--- config.mk ---
export PLATFORM = sky130hd
export DESIGN_NAME = seq_det_flat
export DESIGN_NICKNAME = d
export VERILOG_FILES = /design/src/rtl/seq_det_if.sv /design/src/rtl/seq_det.sv /design/src/flat_wrapper.sv
export SDC_FILE = /design/constraint.sdc
export NUM_CORES = 1
export LEC_CHECK = 0
export CAP_MARGIN = 10
export CORE_AREA = 2 2 39 41
export DETAILED_ROUTE_END_ITERATION = 6
export DIE_AREA = 0 0 41 43
export PLACE_DENSITY = 0.31
export SYNTH_ARGS = -nofsm -noshare
export SYNTH_HDL_FRONTEND = slang
export SYNTH_SLANG_ARGS = --single-unit
export TNS_END_PERCENT = 1
--- constraint.sdc ---
create_clock -name clk -period 1.6 [get_ports clk]
set_clock_uncertainty 0.15 [all_clocks]
set_input_delay 0.32 -clock clk [delete_from_list [all_inputs] [get_ports clk]]
set_output_delay 0.32 -clock clk [all_outputs]
set_load 0.02 [all_outputs]
--- src/rtl/seq_det_if.sv ---
// Serial data link into the pattern detector.
// There is no valid/ready handshake on this link: the detector
// consumes x on every rising clk edge and z is a one-cycle strobe
// with no backpressure. The source (master) drives x; the detector
// (slave) returns z.
interface seq_det_if;
    logic x;
    logic z;

    modport master (
        output x,
        input  z
    );

    modport slave (
        input  x,
        output z
    );
endinterface

--- src/rtl/seq_det.sv ---
// Serial bit-pattern detector. Shifts one bit of x into a history
// register per clock and raises the registered strobe z for one cycle
// whenever the newest PATTERN_LEN bits equal PATTERN (MSB = oldest).
// A saturating count of valid history bits keeps bits that arrived
// before reset release, or before a full window exists, from matching.
// With OVERLAP=0 the count restarts at zero after each match, so the
// next match needs PATTERN_LEN fresh bits.
module seq_det #(
    parameter int                     PATTERN_LEN = 4,
    parameter logic [PATTERN_LEN-1:0] PATTERN     = PATTERN_LEN'(4'b1101),
    parameter bit                     OVERLAP     = 1'b1
) (
    input  logic        clk,
    input  logic        rst,
    seq_det_if.slave    bus
);

    localparam int HW = PATTERN_LEN - 1;
    localparam int CW = $clog2(PATTERN_LEN);
    localparam logic [CW-1:0] CNT_MAX = CW'(PATTERN_LEN - 1);

    logic [HW-1:0]          hist_q, hist_d;
    logic [CW-1:0]          cnt_q, cnt_d;
    logic                   z_q, z_d;
    logic [PATTERN_LEN-1:0] window;
    logic                   match;

    // Next-state: form the window, decide the match, advance history and count.
    always_comb begin
        window = {hist_q, bus.x};
        match  = (cnt_q == CNT_MAX) && (window == PATTERN);
        z_d    = match;
        hist_d = window[PATTERN_LEN-2:0];
        if (cnt_q == CNT_MAX) begin
            cnt_d = cnt_q;
        end else begin
            cnt_d = cnt_q + CW'(1);
        end
        // Non-overlapping mode: history is still loaded but no longer trusted.
        if (match && (OVERLAP == 1'b0)) begin
            cnt_d = '0;
        end
    end

    // State registers with asynchronous active-low clear.
    always_ff @(posedge clk or negedge rst) begin
        if (!rst) begin
            hist_q <= '0;
            cnt_q  <= '0;
            z_q    <= 1'b0;
        end else begin
            hist_q <= hist_d;
            cnt_q  <= cnt_d;
            z_q    <= z_d;
        end
    end

    assign bus.z = z_q;

endmodule

--- src/flat_wrapper.sv ---
// flat-port wrapper written by rule: the top's interface ports become plain ports
module seq_det_flat 
#(
    parameter int                     PATTERN_LEN = 4,
    parameter logic [PATTERN_LEN-1:0] PATTERN     = PATTERN_LEN'(4'b1101),
    parameter bit                     OVERLAP     = 1'b1
)
  (clk, rst, bus_x, bus_z);
  seq_det_if bus_i ();
  input  logic clk;
  input  logic rst;
  input wire logic [$bits(bus_i.x)-1:0] bus_x;
  output wire logic [$bits(bus_i.z)-1:0] bus_z;
  assign bus_i.x = bus_x;
  assign bus_z = bus_i.z;
  seq_det #(.PATTERN_LEN(PATTERN_LEN), .PATTERN(PATTERN), .OVERLAP(OVERLAP)) u_core (.clk(clk), .rst(rst), .bus(bus_i));
endmodule
======== Word level (Yosys, flattened, before mapping) ========
Index checks and enable logic that the tools add are counted.
word-level totals
  register bits ........................... 6
  latch bits .............................. 0
  RAM bits ................................ 0
  memory bits (read-only) ................. 0
  input bits .............................. 3
  output and inout bits ................... 1
  logic and storage cells ................. 7
  memories ................................ 0
operators by class
  $add $sub $neg .......................... 1
  multipliers ............................. 0
  div/mod/pow operators ................... 0
  magnitude comparators ................... 0
  equality and inequality tests ........... 2
  shifts and indexed selects .............. 0
  muxes and demuxes ....................... 0
  bitwise logic cells ..................... 0
  reduce and logical (&&, ||, !) cells .... 1
operators with widths
  cell                                         count
  equality test 4 bit, second input constant   1
  adder 2 x 1 -> 2 bit, second input constant  1
  equality test 2 bit, second input constant   1
  logical AND 1 bit                            1

======== Logic depth before layout (Yosys ltp) ========
Gate-level depths: netlist of run 1.
  depth after elaboration ................. 2
  depth in mapped cells ................... 3
  mapped depth without buffers ............ 3

======== Worst setup path after synthesis of run 1 ========
No wires, ideal clock.
  kind .................................... reg-to-reg
  start point ............................. reg u_core.cnt_q[0]
  end point ............................... reg u_core.cnt_q[1]
  library setup time ...................... 125 ps
  arrival time ............................ 905 ps
  required time ........................... 1325 ps
  setup slack ............................. 420 ps
  cell stages (with the launch flop) ...... 3
  path buffers ............................ 0
  period minus slack after synthesis ...... 1180 ps
  cells stage by stage .................... dfrtp_1 > ha_1 > mux2_4
on the way
  cells in the longest elaborated chain, start to end .. 1
  elaborated cells between the ends (all ways) .. 2
  those cells by class .................... 1 x add/sub; 1 x eq/ne
ends and longest elaborated chain
  element                                                             RTL line                      RTL
  from (decl)                                                         seq_det.sv:23                 logic [CW-1:0] cnt_q, cnt_d;
  from (signal assigned)                                              seq_det.sv:53                 cnt_q <= cnt_d;
  adder 2 x 1 -> 2 bit / equality test 2 bit (equally long branches)  seq_det.sv:37, seq_det.sv:34
Parallel ways exist; a longest one is shown, timed or not.
A chain may end at the register's enable or synchronous reset.

======== Worst setup path after layout of run 1 ========
  start point ............................. reg u_core.z_q (netlist: u_core.bus.z)
  end point ............................... out bus_z
RTL lines
  element                 RTL line            RTL
  from (decl)             seq_det.sv:24       logic z_q, z_d;
  from (signal assigned)  seq_det.sv:54       z_q <= z_d;
  to (decl)               flat_wrapper.sv:13  output wire logic [$bits(bus_i.z)-1:0] bus_z;
No word-level cell between the ends.

==> out/qor.yml, run 1 <==
status:
  status: "complete, no violations"
clocking:
  clk_pin_slew_ns: 0.04
  cts.path.max_buffers: 2
  cts_inserted_buffers: 3
  ctsRootBufferMaster: "clkbuf_4"
  clk_latency_ns: 0.24
  cts_tree: "done"
  cts.sink_count: 6
  cts_setup_buffers: 0
  hold_buffers: 0
  htree_levels: 1
final_layout:
  fillerInstances: 147
  nets: 23
  drive_above_1_share: 0.235
  finalNonFillerCells: 33
  area_delta_synth_final_pct: 36.3
  antenna_cells: 0
timing:
  setup_viol: 0
  max_freq_mhz: 731
  worstMarginPinSlew_ns: 0.265
  final.setup.tns_ns: 0
  rsz0062_at_grt: "false"
  slew_headroom: 0.822
  fin_ws_ns: 0.233
  finalHoldViolCount: 0
  finalMaxSlewViolations: 0
  fin_crit_sh: 0.854
  final.min_clock_period_ns: 1.37
placed_design:
  dp_cells: 30
  gp_congestion: 0.534
  hpwl_um: 210
  dpl_worst_slack_ns: 0.243
  port-buffer-count: 3
logic_synthesis:
  yosysWarnings: 0
  synth-edff-count: 0
  synth_ff_type: "dfrtp_1"
  ys_ff_latch: 6
  yosysTopAreaCell: "dfrtp_1"
  yosysSeqAreaShare: 0.764
  synth_area_um2: 196
  synth_cell_types: 6
  synth_top_area_frac: 0.764
  syn_nets: 15
  yosysMostFrequentCell: "dfrtp_1"
  async_reset_ff_frac: 1.00
  synth_area_leaders: "dfrtp_1 76%, mux2_4 7.6%, ha_1 6.4%, xnor2_1 4.5%, nand4_1 3.2%"
  netlist_instances: 11
  syn_avg_cell_area_um2: 17.9
detailed_routing:
  ant_nets: 0
  drc_errors: 0
  num_vias: 106
  firstDrtPassIters: 1
  drt-total-wl_um: 303
  via_per_inst: 3.21
  first_iter_violations: 0
  detail_route.wl_per_cell_um: 9.18
global_route:
  overflow: 0
  antenna_found_initial: 0
  grt_pass1_wl_um: 579
  grt_pass1_vias: 119
  grt_max_degree: 7
  grt_usage: 0.0617
floorplanning:
  fp-row-count: 14
  die_h_um: 43
  die_w_um: 41
  die_area_um2: 1760
  pin_count: 4
  start_util: 0.142
  coreArea_um2: 1380
pwr:
  power.leakage_uw: 0.000119
  vdd_drop_max_v: 0.000357
  powerDensity_nw_per_um2: 1150
  total_power_uw: 308
critical_path:
  cp_slowest_cell: "dfrtp_1"
  critical_path.endpoint_type: "primary output"
  worstReg2RegEnd: "u_core.cnt_q[1]"
  worstPathMaxFanout: 1
  cpPeakStageDelay_ns: 0.34
  critPathTopFamily: "flip-flops"
  r2r_cells: 2
  cp.arrival_ns: 0.90
  critPathLaunchType: "flip-flop"
  r2r_slack_ns: 0.39
  crit_required_ns: 1.13
  cp_num_cells: 1
  crit_chain: "dlygate4sd2_1"
  path_class: "flip-flop to primary output"
  cp_num_buf_inv: 1
  r2r_start: "u_core.cnt_q[0]"
job:
  max-cap-violations: 0
worst_hold_path:
  hp-class: "input port to asynchronous set/reset pin"
layout make-up:
cell class	instances	area, um^2	share of cell area
clock buffer	3	22.5	0.0841
multi-input combinational	5	46.3	0.173
sequential	6	150	0.561
tap	16	20.0	0.0748
timing repair buffer	3	28.8	0.107
worst max-delay path by stage:
stage / start / to
4_1_cts: u_core.bus.z / bus_z
3_3_place_gp: u_core.bus.z / bus_z
6_report: u_core.bus.z / bus_z
5_1_grt: u_core.bus.z / bus_z
3_5_place_dp: u_core.bus.z / bus_z
2_1_floorplan: u_core.cnt_q[0] / u_core.cnt_q[1]
per-layer routing:
metal | global-route usage | vias to the layer above | part of all wire
met3 | 0.0785 | 0 | 0.15
met5 | 0 | - | 0
met1 | 0.0658 | 50 | 0.51
met2 | 0.0531 | 6 | 0.34
li1 | - | 50 | -
met4 | 0.0600 | 0 | 0
worst register-to-register path, delay by kind of cell (launching register included):
| kind | cells | cell delay (ns) |
|---|---|---|
| DFF | 1 | 0.38 |
| muxes | 1 | 0.31 |
| adders and majority gates | 1 | 0.26 |
report_power, final:
part           total [uW]  switching, uW  leakage (uW)  internal, uW
Combinational        10.2           4.85     0.0000388          5.39
Sequential            159           1.89     0.0000662           157
Clock                 139           54.3     0.0000138          84.8
cells by family (layout without fill, tap and decap cells):
group	Yosys count	in the layout	synth area share
xor+xnor	1	1	0.0446
flops	6	6	0.764
buf+inv	0	6	0
simple gates	2	2	0.0510
fa+ha+maj	1	1	0.0637
mux	1	1	0.0764
through the flow:
stage / area, um^2 / utilization / hold WS, ns
2_1_floorplan: 196 / - / -0.126
3_3_place_gp: 246 / 0.178 / 0.220
3_5_place_dp: 246 / 0.178 / 0.223
4_1_cts: 268 / 0.193 / 0.163
5_1_grt: 268 / 0.193 / 0.159
6_report: 268 / 0.193 / 0.164
what timing repair did:
| item | in CTS | in global routing |
|---|---|---|
| endpoints found under the hold margin | 0 | 0 |
| endpoints found under the setup margin | 1 | 0 |
| gates resized for setup | 1 | 0 |
state kept, by name, indices dropped and copies added (netlist names):
signal / cells
u_core.cnt_q: 2
u_core.bus.z: 1
u_core.hist_q: 3
placed cells by master, fill, tap and decap left out, drive strengths merged:
cell	instances
dlygate4sd2	1
nand4	1
ha	1
mux2	1
clkdlybuf4s50	2
dfrtp	6
xnor2	1
nor2	1
clkbuf	3
Note: power is estimated with default switching activity, not from simulation.
==> inputs of run 2 (changes only) <==
Settings changed: REMOVE_ABC_BUFFERS set to 1.
==> results of run 2 <==
Final layout, timing and power as in run 1 (identical DEF).
==> inputs of run 3 (changes only) <==
Settings changed: GPL_TIMING_DRIVEN set to 0.
==> run 3 against run 2 <==
Against the previous run: setup slack improved by 0.0011 ns; die area unchanged; sequential power about the same; hold slack improved by 0.0065 ns; global-route usage decreased by 0.32 points; cell count unchanged; register-to-register slack about the same; critical path depth unchanged; fmax about the same; critical endpoint unchanged; largest power group unchanged; highest routed layer unchanged.
==> out/qor.yml, run 3 (same netlist as run 1, synthesis figures left out) <==
final_layout:
  largest_reg_flops: 3
  area_delta_synth_final_pct: 36.3
  mostFrequentLayoutCell: "dfrtp_1"
  antenna_cells: 0
  top_register: "u_core.hist_q"
  nets: 23
  drive_above_1_share: 0.235
  final_cell_area_um2: 268
  layout_common_cells: "6 x dfrtp_1, 3 x clkbuf_4, 2 x clkdlybuf4s50_1"
timing:
  setup_viol: 0
  finalMaxSlewViolations: 0
  slew_headroom: 0.815
  rsz0062_at_grt: "false"
  fin_crit_sh: 0.854
  worstMarginPinSlew_ns: 0.276
  finalHoldViolCount: 0
  max_freq_mhz: 732
  final.setup.tns_ns: 0
  final.min_clock_period_ns: 1.37
critical_path:
  critPathTopFamily: "flip-flops"
  cp_num_buf_inv: 1
  critical_path.endpoint_type: "primary output"
  r2r_slack_ns: 0.38
  crit_required_ns: 1.13
  worstReg2RegEnd: "u_core.cnt_q[1]"
  cp.arrival_ns: 0.90
  path_class: "flip-flop to primary output"
  critPathLaunchType: "flip-flop"
  crit_chain: "dlygate4sd2_1"
  worstPathMaxFanout: 1
  cpPeakStageDelay_ns: 0.34
  r2r_cells: 2
  r2r_start: "u_core.cnt_q[0]"
  cp_slowest_cell: "dfrtp_1"
detailed_routing:
  detail_route.wl_per_cell_um: 9.09
  drc_errors: 0
  first_iter_violations: 0
  drt-total-wl_um: 300
  via_per_inst: 3.27
  ant_nets: 0
  firstDrtPassIters: 1
  num_vias: 108
pwr:
  vdd_drop_max_v: 0.000487
  power.leakage_uw: 0.000119
  total_power_uw: 305
  p_sw_frac: 0.190
  combPwrFrac: 0.034
  clock_power_share: 0.446
  power_switching_uw: 58.1
  powerDensity_nw_per_um2: 1140
  pwr-share-seq: 0.520
  p_int_uw: 247
global_route:
  grt_max_degree: 7
  overflow: 0
  grt_pass1_vias: 128
  grt_usage: 0.0585
  grt_pass1_wl_um: 558
  antenna_found_initial: 0
floorplanning:
  die_h_um: 43
  die_area_um2: 1760
  coreArea_um2: 1380
  start_util: 0.142
  pin_count: 4
  fp-row-count: 14
  die_w_um: 41
clocking:
  cts_inserted_buffers: 3
  cts.sink_count: 6
  clk_latency_ns: 0.24
  cts_tree: "done"
  clk_pin_slew_ns: 0.04
  ctsRootBufferMaster: "clkbuf_4"
  ctsResizeCount: 1
  hold_buffers: 0
  htree_levels: 1
  cts_setup_buffers: 0
  cts.path.max_buffers: 2
placed_design:
  gp_congestion: 0.520
  postPlaceCellArea_um2: 246
  port-buffer-count: 3
worst_hold_path:
  hp-class: "input port to asynchronous set/reset pin"
job:
  max-cap-violations: 0
status:
  status: "complete, no violations"
## run 3: cell counts in the layout (fill, tap and decap cells not counted)
Identical to the previous run, type by type.
## run 3: area by class of cell
type,count,area [um^2]
clock buffers,3,22.5
fillers,151,1120
multi-input cells,5,46.3
flip-flops and latches,6,150
well taps,16,20.0
repair buffers,3,28.8
## run 3: metal layers
metal / vias to the layer above / track usage / share of wire
met1: 52 / 0.0588 / 0.43
met5: - / 0 / 0
met4: 0 / 0.0200 / 0
met3: 0 / 0.0995 / 0.20
li1: 49 / - / -
met2: 7 / 0.0563 / 0.37
## run 3: power by group through the flow
stage                     clock network (uW)  logic (uW)  registers, uW
final                                    136        10.2            159
after global placement                     0        10.9            161
after CTS                                146        10.7            158
after floorplan                            0       0.763            161
after detailed placement                   0        10.9            161
after global routing                     163        11.5            159
## run 3: how the worst max path moves through the flow
| stage | start | to | slack (ns) | cells past startpoint |
|---|---|---|---|---|
| CTS | u_core.bus.z | bus_z | 0.22 | 1 |
| detailed placement | u_core.bus.z | bus_z | 0.24 | 1 |
| floorplan | u_core.cnt_q[0] | u_core.cnt_q[1] | 0.42 | 2 |
| finish | u_core.bus.z | bus_z | 0.23 | 1 |
| global route | u_core.bus.z | bus_z | 0.19 | 1 |
| global placement | u_core.bus.z | bus_z | 0.23 | 1 |
## run 3: metrics by stage
step	setup WS (ns)	instances	util	hold slack (ns)
floorplan	0.420	11	-	-0.126
global placement	0.233	30	0.178	0.218
detailed placement	0.240	30	0.178	0.213
CTS	0.220	33	0.193	0.174
global route	0.187	33	0.193	0.178
finish	0.234	33	0.193	0.171
==> variant, RTL diff (flow settings as in run 1) <==
`PATTERN_LEN` is set to 4 in 2 places; all go to 8.
--- a/src/rtl/seq_det.sv
+++ b/src/rtl/seq_det.sv
@@ -6,7 +6,7 @@
 // With OVERLAP=0 the count restarts at zero after each match, so the
 // next match needs PATTERN_LEN fresh bits.
 module seq_det #(
-    parameter int                     PATTERN_LEN = 4,
+    parameter int                     PATTERN_LEN = 8,
     parameter logic [PATTERN_LEN-1:0] PATTERN     = PATTERN_LEN'(4'b1101),
     parameter bit                     OVERLAP     = 1'b1
 ) (
--- a/src/flat_wrapper.sv
+++ b/src/flat_wrapper.sv
@@ -1,7 +1,7 @@
 // flat-port wrapper written by rule: the top's interface ports become plain ports
 module seq_det_flat 
 #(
-    parameter int                     PATTERN_LEN = 4,
+    parameter int                     PATTERN_LEN = 8,
     parameter logic [PATTERN_LEN-1:0] PATTERN     = PATTERN_LEN'(4'b1101),
     parameter bit                     OVERLAP     = 1'b1
 )
Function: changed (Yosys sat finds a counterexample within 10 cycles, from zero or initial values and one cycle with rst low).
==> variant against run 1 <==
Utilization is 12 points higher. Power is 59% higher. Fmax is 3.1% lower. Synthesized cell count is 82% higher. Clock power is 33% higher. Routed wire length is 68% higher. Cell count is 30% higher. Worst setup slack worse by 0.043 ns. Sequential cell count is 5 higher. Sequential power is 83% higher. Synthesized area is 83% higher. Design area is 63% higher. Critical endpoint is now u_core.cnt_q[1]. Highest routed layer unchanged.
==> variant: results <==
hold_path:
  hp-class: "flip-flop to flip-flop"
cts:
  clkSlewWorstSetupHoldPaths_ns: 0.07
  cts_htree_levels: 1
  postCtsResizedCells: 1
  clockBufferDepth: 2
  clock-root-buffer: "clkbuf_4"
  clk-insertion-delay-late_ns: 0.26
  tritoncts.num_buffers: 3
  cts_setup_buffers: 0
critical_path:
  critPathMaxFanout: 4
  crit_family: "adder cells"
  crit_arrival_ns: 1.41
  critPathMaxStageDelay_ns: 0.40
  cpMaxStageDelayCell: "dfrtp_1"
detailed_routing:
  dr.pass1.iters: 2
  vias: 179
  wl_per_cell_um: 11.8
  drtIter0Drc: 1
synth:
  yosysSeqAreaShare: 0.764
  yosys_warnings: 0
  synthesis.nets: 25
  synthTopCellsByCount: "dfrtp_1, ha_1, mux2_2"
  synth.area.top_cells: "dfrtp_1, ha_1, mux2_2"
  ys_types: 8
  synth_async_sr_flop_share: 1.00
grt:
  grt_pass1_wl_um: 876
  grt_max_degree: 12
  grt_pass1_vias: 203
  grtUsageMet1: 0.0909
  grtUsageTotal: 0.0845
  met2_usage: 0.109
  grt_util_met3: 0.0942
  antenna_found_initial: 0
layout:
  fillers: 142
  drive_above_1_share: 0.222
  largest_register_ffs: 7
  fin_nets: 33
  n_antenna_cell: 0
  largest-register: "u_core.hist_q"
power:
  ir_drop_mv: 0.363
  p_leak_nw: 0.180
place:
  dpl_cell_area_um2: 410
  port_buffers: 3
  place.gp.congestion: 0.553
status:
  status: "completed"
sta:
  worst_pin_slew_ns: 0.477
  period_share: 0.881
==> variant: worst paths after layout <==
path                             startpoint               end  slack, ns  cells after the start
max                         u_core.cnt_q[0]   u_core.cnt_q[1]       0.19                      3
min                        u_core.hist_q[0]  u_core.hist_q[1]       0.22                      0
max reg2reg                 u_core.cnt_q[0]   u_core.cnt_q[1]       0.19                      3
min reg2reg                u_core.hist_q[0]  u_core.hist_q[1]       0.22                      0
max in group asynchronous               rst   u_core.cnt_q[1]       0.75                      1
min in group asynchronous               rst  u_core.hist_q[4]       0.23                      1
==> variant: logic make-up (layout without fill, tap and decap cells) <==
kind of cell	count (synthesis)	count (layout)	share of synthesized area
simple gates	4	4	0.0799
xor+xnor	1	1	0.0243
flops	11	11	0.764
mux	2	2	0.0625
fa+ha+maj	2	2	0.0694
buf+inv	0	7	0
==> variant: routing by layer <==
metal / share of wire / wire length [um]
met3: 0.10 / 51
met2: 0.49 / 247
met1: 0.41 / 209
met5: 0 / 0
met4: 0 / 0
==> variant: power breakdown <==
part	internal, mW	switching (mW)	total, mW
Combinational	0.00578	0.00720	0.0130
Clock	0.0964	0.0890	0.185
Sequential	0.287	0.00423	0.291
Total	0.389	0.100	0.490
==> variant: worst reg2reg max path, delay by kind of cell, from the launching register on <==
kind | cells | cell delay (ns)
adders and majority gates | 2 | 0.46
DFF | 1 | 0.40
muxes | 1 | 0.30
==> variant: stage by stage <==
stage	hold slack, ns	setup WS (ns)	cells
final	0.219	0.190	43
after global routing	0.238	0.126	43
after global placement	0.202	0.206	39
after CTS	0.219	0.180	43
after detailed placement	0.204	0.201	39
after floorplan	-0.126	0.263	20
==> variant: area by class of cell <==
| cell class | count | area (um^2) | area share |
|---|---|---|---|
| clock buffer | 4 | 26.3 | 0.0603 |
| multi-input combinational | 9 | 85.1 | 0.195 |
| sequential | 11 | 275 | 0.632 |
| tap | 16 | 20.0 | 0.0460 |
| timing repair buffer | 3 | 28.8 | 0.0661 |
